### src/rtl/wb_dbg_master.sv
// Byte-stream debug master: decodes 'W'/'R' commands from a serial receiver,
// runs one single-beat Wishbone cycle with a timeout, and returns data or a status byte.
module wb_dbg_master #(
   parameter int unsigned timeout_cycles = 1024
) (
   input  logic        clk,
   input  logic        reset,
   input  logic [7:0]  rx_data,
   input  logic        rx_valid,
   output logic [7:0]  tx_data,
   output logic        tx_valid,
   input  logic        tx_ready,
   output logic [31:0] m_adr_o,
   output logic [31:0] m_dat_o,
   input  logic [31:0] m_dat_i,
   output logic [3:0]  m_sel_o,
   output logic        m_we_o,
   output logic        m_cyc_o,
   output logic        m_stb_o,
   input  logic        m_ack_i,
   input  logic        m_err_i,
   output logic        busy
);

   // state  | meaning
   // IDLE   | waiting for a 'W' or 'R' command byte, others discarded
   // ADDR   | shifting in four address bytes, MSB first
   // DATA   | shifting in four write-data bytes, MSB first (writes only)
   // BUS    | Wishbone cycle in flight, timeout counter running
   // RESP   | presenting response bytes on the transmit handshake
   typedef enum logic [2:0] {
      S_IDLE,
      S_ADDR,
      S_DATA,
      S_BUS,
      S_RESP
   } state_t;

   localparam logic [7:0]  CMD_WRITE = 8'h57;
   localparam logic [7:0]  CMD_READ  = 8'h52;
   localparam logic [7:0]  RSP_OK    = 8'h2E;
   localparam logic [7:0]  RSP_FAIL  = 8'h21;
   localparam logic [15:0] TMO_LAST  = 16'(timeout_cycles - 1);

   state_t      state;
   logic        we;
   logic [31:0] adr;
   logic [31:0] wdat;
   logic [1:0]  cnt;
   logic [1:0]  last;
   logic [15:0] tmo;
   logic [23:0] rbuf;
   logic        cyc;

   always_ff @(posedge clk or posedge reset) begin
      if (reset) begin
         state    <= S_IDLE;
         we       <= 1'b0;
         adr      <= 32'h0;
         wdat     <= 32'h0;
         cnt      <= 2'd0;
         last     <= 2'd0;
         tmo      <= 16'd0;
         rbuf     <= 24'h0;
         cyc      <= 1'b0;
         tx_data  <= 8'h00;
         tx_valid <= 1'b0;
      end else begin
         case (state)
            S_IDLE: begin
               cnt <= 2'd0;
               if (rx_valid && rx_data == CMD_WRITE) begin
                  we    <= 1'b1;
                  state <= S_ADDR;
               end else if (rx_valid && rx_data == CMD_READ) begin
                  we    <= 1'b0;
                  state <= S_ADDR;
               end
            end
            S_ADDR: begin
               if (rx_valid) begin
                  adr <= {adr[23:0], rx_data};
                  cnt <= cnt + 2'd1;
                  if (cnt == 2'd3) begin
                     if (we) begin
                        state <= S_DATA;
                     end else begin
                        state <= S_BUS;
                        cyc   <= 1'b1;
                        tmo   <= 16'd0;
                     end
                  end
               end
            end
            S_DATA: begin
               if (rx_valid) begin
                  wdat <= {wdat[23:0], rx_data};
                  cnt  <= cnt + 2'd1;
                  if (cnt == 2'd3) begin
                     state <= S_BUS;
                     cyc   <= 1'b1;
                     tmo   <= 16'd0;
                  end
               end
            end
            S_BUS: begin
               tmo <= tmo + 16'd1;
               // ack takes priority over a simultaneous err or timeout
               if (m_ack_i) begin
                  cyc      <= 1'b0;
                  tx_valid <= 1'b1;
                  cnt      <= 2'd0;
                  state    <= S_RESP;
                  if (we) begin
                     tx_data <= RSP_OK;
                     last    <= 2'd0;
                  end else begin
                     tx_data <= m_dat_i[31:24];
                     rbuf    <= m_dat_i[23:0];
                     last    <= 2'd3;
                  end
               end else if (m_err_i || tmo == TMO_LAST) begin
                  cyc      <= 1'b0;
                  tx_valid <= 1'b1;
                  tx_data  <= RSP_FAIL;
                  last     <= 2'd0;
                  cnt      <= 2'd0;
                  state    <= S_RESP;
               end
            end
            S_RESP: begin
               if (tx_ready) begin
                  cnt <= cnt + 2'd1;
                  if (cnt == last) begin
                     tx_valid <= 1'b0;
                     cnt      <= 2'd0;
                     state    <= S_IDLE;
                  end else begin
                     tx_data <= rbuf[23:16];
                     rbuf    <= {rbuf[15:0], 8'h00};
                  end
               end
            end
            default: begin
               state <= S_IDLE;
            end
         endcase
      end
   end

   assign m_adr_o = adr;
   assign m_dat_o = wdat;
   assign m_sel_o = 4'hF;
   assign m_we_o  = we & cyc;
   assign m_cyc_o = cyc;
   assign m_stb_o = cyc;
   assign busy    = (state != S_IDLE);

endmodule

### config.mk
export PLATFORM = sky130hd
export DESIGN_NAME = wb_dbg_master
export DESIGN_NICKNAME = d
export VERILOG_FILES = /design/src/rtl/wb_dbg_master.sv
export SDC_FILE = /design/constraint.sdc
export NUM_CORES = 1
export LEC_CHECK = 0
export ABC_CLOCK_PERIOD_IN_PS = 7000
export CORE_MARGIN = 1.5
export CORE_UTILIZATION = 54
export DETAILED_ROUTE_END_ITERATION = 7
export MAX_ROUTING_LAYER = met4
export PLACE_DENSITY = 0.86
export SYNTH_ARGS = -nofsm -noshare
export SYNTH_HDL_FRONTEND = slang
export SYNTH_SLANG_ARGS = --single-unit
### constraint.sdc
create_clock -name clk -period 7 [get_ports clk]
set_input_delay 1.4 -clock clk [delete_from_list [all_inputs] [get_ports clk]]
set_output_delay 1.4 -clock clk [all_outputs]
set_load 0.1 [all_outputs]
## Word-level counts from Yosys, hierarchy flattened

Cells that the tools add are included.

| word-level totals | value |
|---|---|
| bits in registers | 122 |
| latch bits | 0 |
| RAM bits | 0 |
| memory bits (read-only) | 0 |
| bits of input ports | 46 |
| output and inout bits | 81 |
| word-level logic and storage cells | 110 |
| memories kept | 0 |

| operators by class | value |
|---|---|
| $add $sub $neg | 2 |
| multipliers | 0 |
| div/mod/pow operators | 0 |
| magnitude comparators | 0 |
| eq/ne operators | 22 |
| shift-type cells | 0 |
| muxes and demuxes | 52 |
| bitwise gates (word level) | 1 |
| reductions and logical operators | 22 |

Operators by type and width:

| operator | number |
|---|---|
| $mux W24 | 4 |
| $mux W16 | 5 |
| $pmux W16 S3 | 1 |
| $pmux W24 S2 | 1 |
| $mux W8 | 5 |
| $mux W3 | 10 |
| $ne A2 B2 Y1 const B | 10 |
| $add A16 B1 Y16 const B | 1 |
| $eq A16 B10 Y1 const B | 1 |
| $eq A8 B7 Y1 const B | 2 |
| $pmux W8 S2 | 1 |
| $pmux W3 S5 | 1 |
| $mux W1 | 14 |
| $mux W2 | 7 |
| $reduce_and A4 Y1 | 3 |
| $pmux W2 S4 | 1 |
| $reduce_and A2 Y1 | 4 |
| $reduce_and A8 Y1 | 1 |
| $reduce_and A7 Y1 | 1 |
| $eq A3 B2 Y1 const B | 2 |
| $ne A3 B3 Y1 const B | 2 |
| $reduce_and A6 Y1 | 1 |
| $reduce_bool A2 Y1 | 3 |
| $reduce_bool A3 Y1 | 2 |
| 15 further kinds | 16 |

## Longest topological paths before layout

| depth | value |
|---|---|
| depth in word-level cells | 5 |
| depth in mapped cells | 7 |
| gate-level depth less buffers | 6 |

## Least setup slack after synthesis

OpenSTA, ideal clock, no wires.

| timing | value |
|---|---|
| path type | register -> output |
| start | reg cyc (netlist: m_cyc_o) |
| end | out m_we_o |
| data arrival time | 1788 ps |
| data required time | 5600 ps |
| slack | 3812 ps |
| stages on the path, launching flop included | 2 |
| path buffers | 0 |
| cell sequence | dfrtp_1 -> and2_1 |

| on the way | value |
|---|---|
| word-level cells in the longest chain between the ends | 1 |

Ends and longest elaborated chain:

| element | line | RTL |
|---|---|---|
| from (decl) | 53 | `logic cyc;` |
| from (signal assigned) | 65 | `cyc <= 1'b0;` |
| from (signal assigned) | 89 | `cyc <= 1'b1;` |
| from (signal assigned) | 101 | `cyc <= 1'b1;` |
| $and A1 B1 Y1 | 154 | `assign m_we_o = we & cyc;` |
| to (decl) | 17 | `output logic m_we_o,` |

Every way passes these cells.

## Worst setup path in the final report

| timing | value |
|---|---|
| start | reg state[1] |
| end | out busy |

| on the way | value |
|---|---|
| word-level cells in the longest chain between the ends | 1 |

Ends and longest elaborated chain:

| element | line | RTL |
|---|---|---|
| from (decl) | 45 | `state_t state;` |
| from (signal assigned) | 57 | `state <= S_IDLE;` |
| from (signal assigned) | 74 | `state <= S_ADDR;` |
| from (signal assigned) | 77 | `state <= S_ADDR;` |
| $reduce_bool A3 Y1 | 157 | `assign busy = (state != S_IDLE);` |
| to (decl) | 22 | `output logic busy` |

Every way passes these cells.

==> run summary <==
status = completed
yosys warns = 0
Worst Hold Class = flop to flop
Sum Neg Setup Slack = 0 ns
post-DR wirelength/cell = 17.6 um
worst vdd ir = 0.270 mV
max-slew violations = 0
Post-CTS Setup Repair Bufs = 0
most common library cells after synthesis = dfrtp_1 (121), mux2_2 (78), nand2_1 (73), o21ai_0 (26), nor2_1 (21)
critical path's slowest cell = clkdlybuf4s50_1
Avg Inst Size Synth = 11.9 um^2
die height = 103 um
crit end category = output port
arrival time at the worst endpoint = 2.47 ns
final wirelength = 12700 um
hold path startpoint = rbuf[11]$_DFFE_PP0P_
cells after synthesis = 454
First DRT Iteration DRCs = 212
area leader, netlist = dfrtp_1
top-count cell post-synth = dfrtp_1
Max stage delay on crit path = 1.00 ns
Post-Syn Area = 0.00540 mm^2
RSZ-0062 raised after global routing = false
setup violators final = 0
post-synthesis cell type count = 45
P per Cell Area = 389 mW/mm^2
initial antenna violation count = 0
DR pass1 iterations = 5
CTS sink cnt = 121
IO buf count = 122
Worst Max-Slew Pin Slew = 1.04 ns
Reg2Reg Depth = 5
dpl hpwl = 8390 um
reg2reg start = state[2]$_DFFE_PP0P_
die area = 0.0106 mm^2
worst skew pair latency = 0.52 ns
Inserted Clock Buffers = 17
first-pass GRT wire length = 20300 um
crit-path cells = or3_1, clkdlybuf4s50_1
Hold EP = rbuf[11]$_DFFE_PP0P_
CTS tree = built
row cnt = 36
top-area cell type share of the netlist area = 0.561
Max Fanout on Critical Path = 11
die width = 103 um
Reg area = 0.00303 mm^2
Synth async-reset ratio = 1.00
sequential cell area fraction in the yosys report = 0.561
Clk pin slew, worst setup/hold paths = 0.06 ns
layout net count = 625
Req. time, crit path = 5.60 ns
critical path startpoint category = flop
total of max-cap violations = 0
EDFF count, synth = 0
Area growth, synth to finish = 35.0%
htree depth = 4
fin crit share = 0.553
clk_skew = 0.0130 ns
FF-to-FF End = rbuf[16]$_DFFE_PP0P_
clock tree buffer depth = 2
# diodes = 0
via count = 3945
Final Critical Period = 3.87 ns
Fillers = 628
fmax = 259 MHz
final hold violations = 0
Synth area leaders = dfrtp_1 (56%), mux2_2 (16%), nand2_1 (5.1%)
worst hold stages = 1
Initial Util = 0.555
number of global-route vias before repair = 4016
area of the multi-input gates = 0.00223 mm^2
CTS Root Cell = clkbuf_8
CP Class = flop to output port
Synth Register Bits = 121
# resized after CTS = 0
CTS Hold Bufs = 0
routability cong. = 0.849
core footprint = 0.00973 mm^2
GR Util All Layers = 0.260
worst setup margin = 3.13 ns
gr ovfl total = 0
share of cells above drive strength 1 = 0.229
Leak = 3.25 nW
main flop type after synthesis = dfrtp_1
Post-DRT Antenna Nets = 0
Ports = 127
worst hold margin = 0.496 ns
setup slack, reg-to-reg = 4.17 ns
largest net degree at the start of global routing = 67
Place WS = 2.91 ns
# DRC = 0
Slew headroom = 0.304
detailed-route vias per instance = 5.46
where the power goes:
group          internal (mW)  switching [mW]
Sequential             0.803          0.0878
Clock                  0.543           0.330
Combinational          0.272           0.803
how the worst max path moves through the flow:
stage                    startpoint                   end  cells after the start
6_report       state[1]$_DFFE_PP0P_                  busy                      2
5_1_grt        state[0]$_DFFE_PP0P_                  busy                      2
4_1_cts        state[1]$_DFFE_PP0P_                  busy                      2
3_5_place_dp                m_ack_i  rbuf[20]$_DFFE_PP0P_                      6
3_3_place_gp                m_ack_i  rbuf[20]$_DFFE_PP0P_                      6
2_1_floorplan                 reset    cnt[0]$_DFFE_PP0P_                      1
flip-flops by register name, indices dropped and copies added (netlist names):
name	count
cnt	2
last	1
m_adr_o	32
m_cyc_o	1
m_dat_o	32
rbuf	24
state	3
tmo	16
tx_data	8
tx_valid	1
we	1
logic make-up (layout without fill, tap and decap cells):
| family | after synthesis | count (layout) | share of synthesized area |
|---|---|---|---|
| simple gates | 143 | 143 | 0.130 |
| buf+inv | 31 | 164 | 0.0297 |
| other cells | 1 | 4 | 0.000694 |
| compound gates | 58 | 58 | 0.0686 |
| flops | 121 | 121 | 0.561 |
| xor+xnor | 8 | 8 | 0.0130 |
| mux | 90 | 90 | 0.193 |
| fa+ha+maj | 2 | 2 | 0.00463 |
cell type report:
cell class / count / area share
inverter: 6 / 0.00343
clock buffer: 17 / 0.0568
sequential: 121 / 0.415
tap: 133 / 0.0228
clock inverter: 15 / 0.0240
timing repair buffer: 126 / 0.172
multi-input combinational: 305 / 0.306
metal layers:
metal  wire length (um)  vias to the layer above  global-route usage
met5                  0                        -                   -
met1               5330                     1983               0.326
met4                238                        0              0.0904
li1                   -                     1830                   -
met3                503                       23              0.0576
met2               6650                      109               0.418
placed cells by master (no fill, tap or decap), types with 7 or more instances in the layout:
master / Yosys / layout
clkdlybuf4s50_1: 0 / 122
mux2_2: 78 / 78
nand3_1: 8 / 8
nand2b_1: 7 / 7
nand2_1: 73 / 73
a22o_1: 9 / 9
o21ai_0: 26 / 26
xnor2_1: 7 / 7
nor3_1: 8 / 8
clkbuf_16: 0 / 16
mux2_4: 8 / 8
a21oi_1: 9 / 9
nor2_1: 21 / 19
dfrtp_1: 121 / 121
metrics by stage:
| stage | instance area (um^2) | total power [mW] | instances | util |
|---|---|---|---|---|
| finish | 7290 | 2.84 | 723 | 0.749 |
| global route | 7290 | 2.93 | 723 | 0.749 |
| CTS | 7290 | 2.85 | 723 | 0.749 |
| detailed placement | 6700 | 1.97 | 691 | 0.689 |
| global placement | 6700 | 1.94 | 691 | 0.689 |
| floorplan | 5410 | 1.70 | 457 | - |
critical path, delay by kind of cell, from the launching register on:
| kind | cells | cell delay [ns] |
|---|---|---|
| buffers and inverters | 1 | 1.00 |
| flip-flops | 1 | 0.50 |
| AND/OR/NAND/NOR | 1 | 0.45 |
Power figures use the tool's default switching activity.
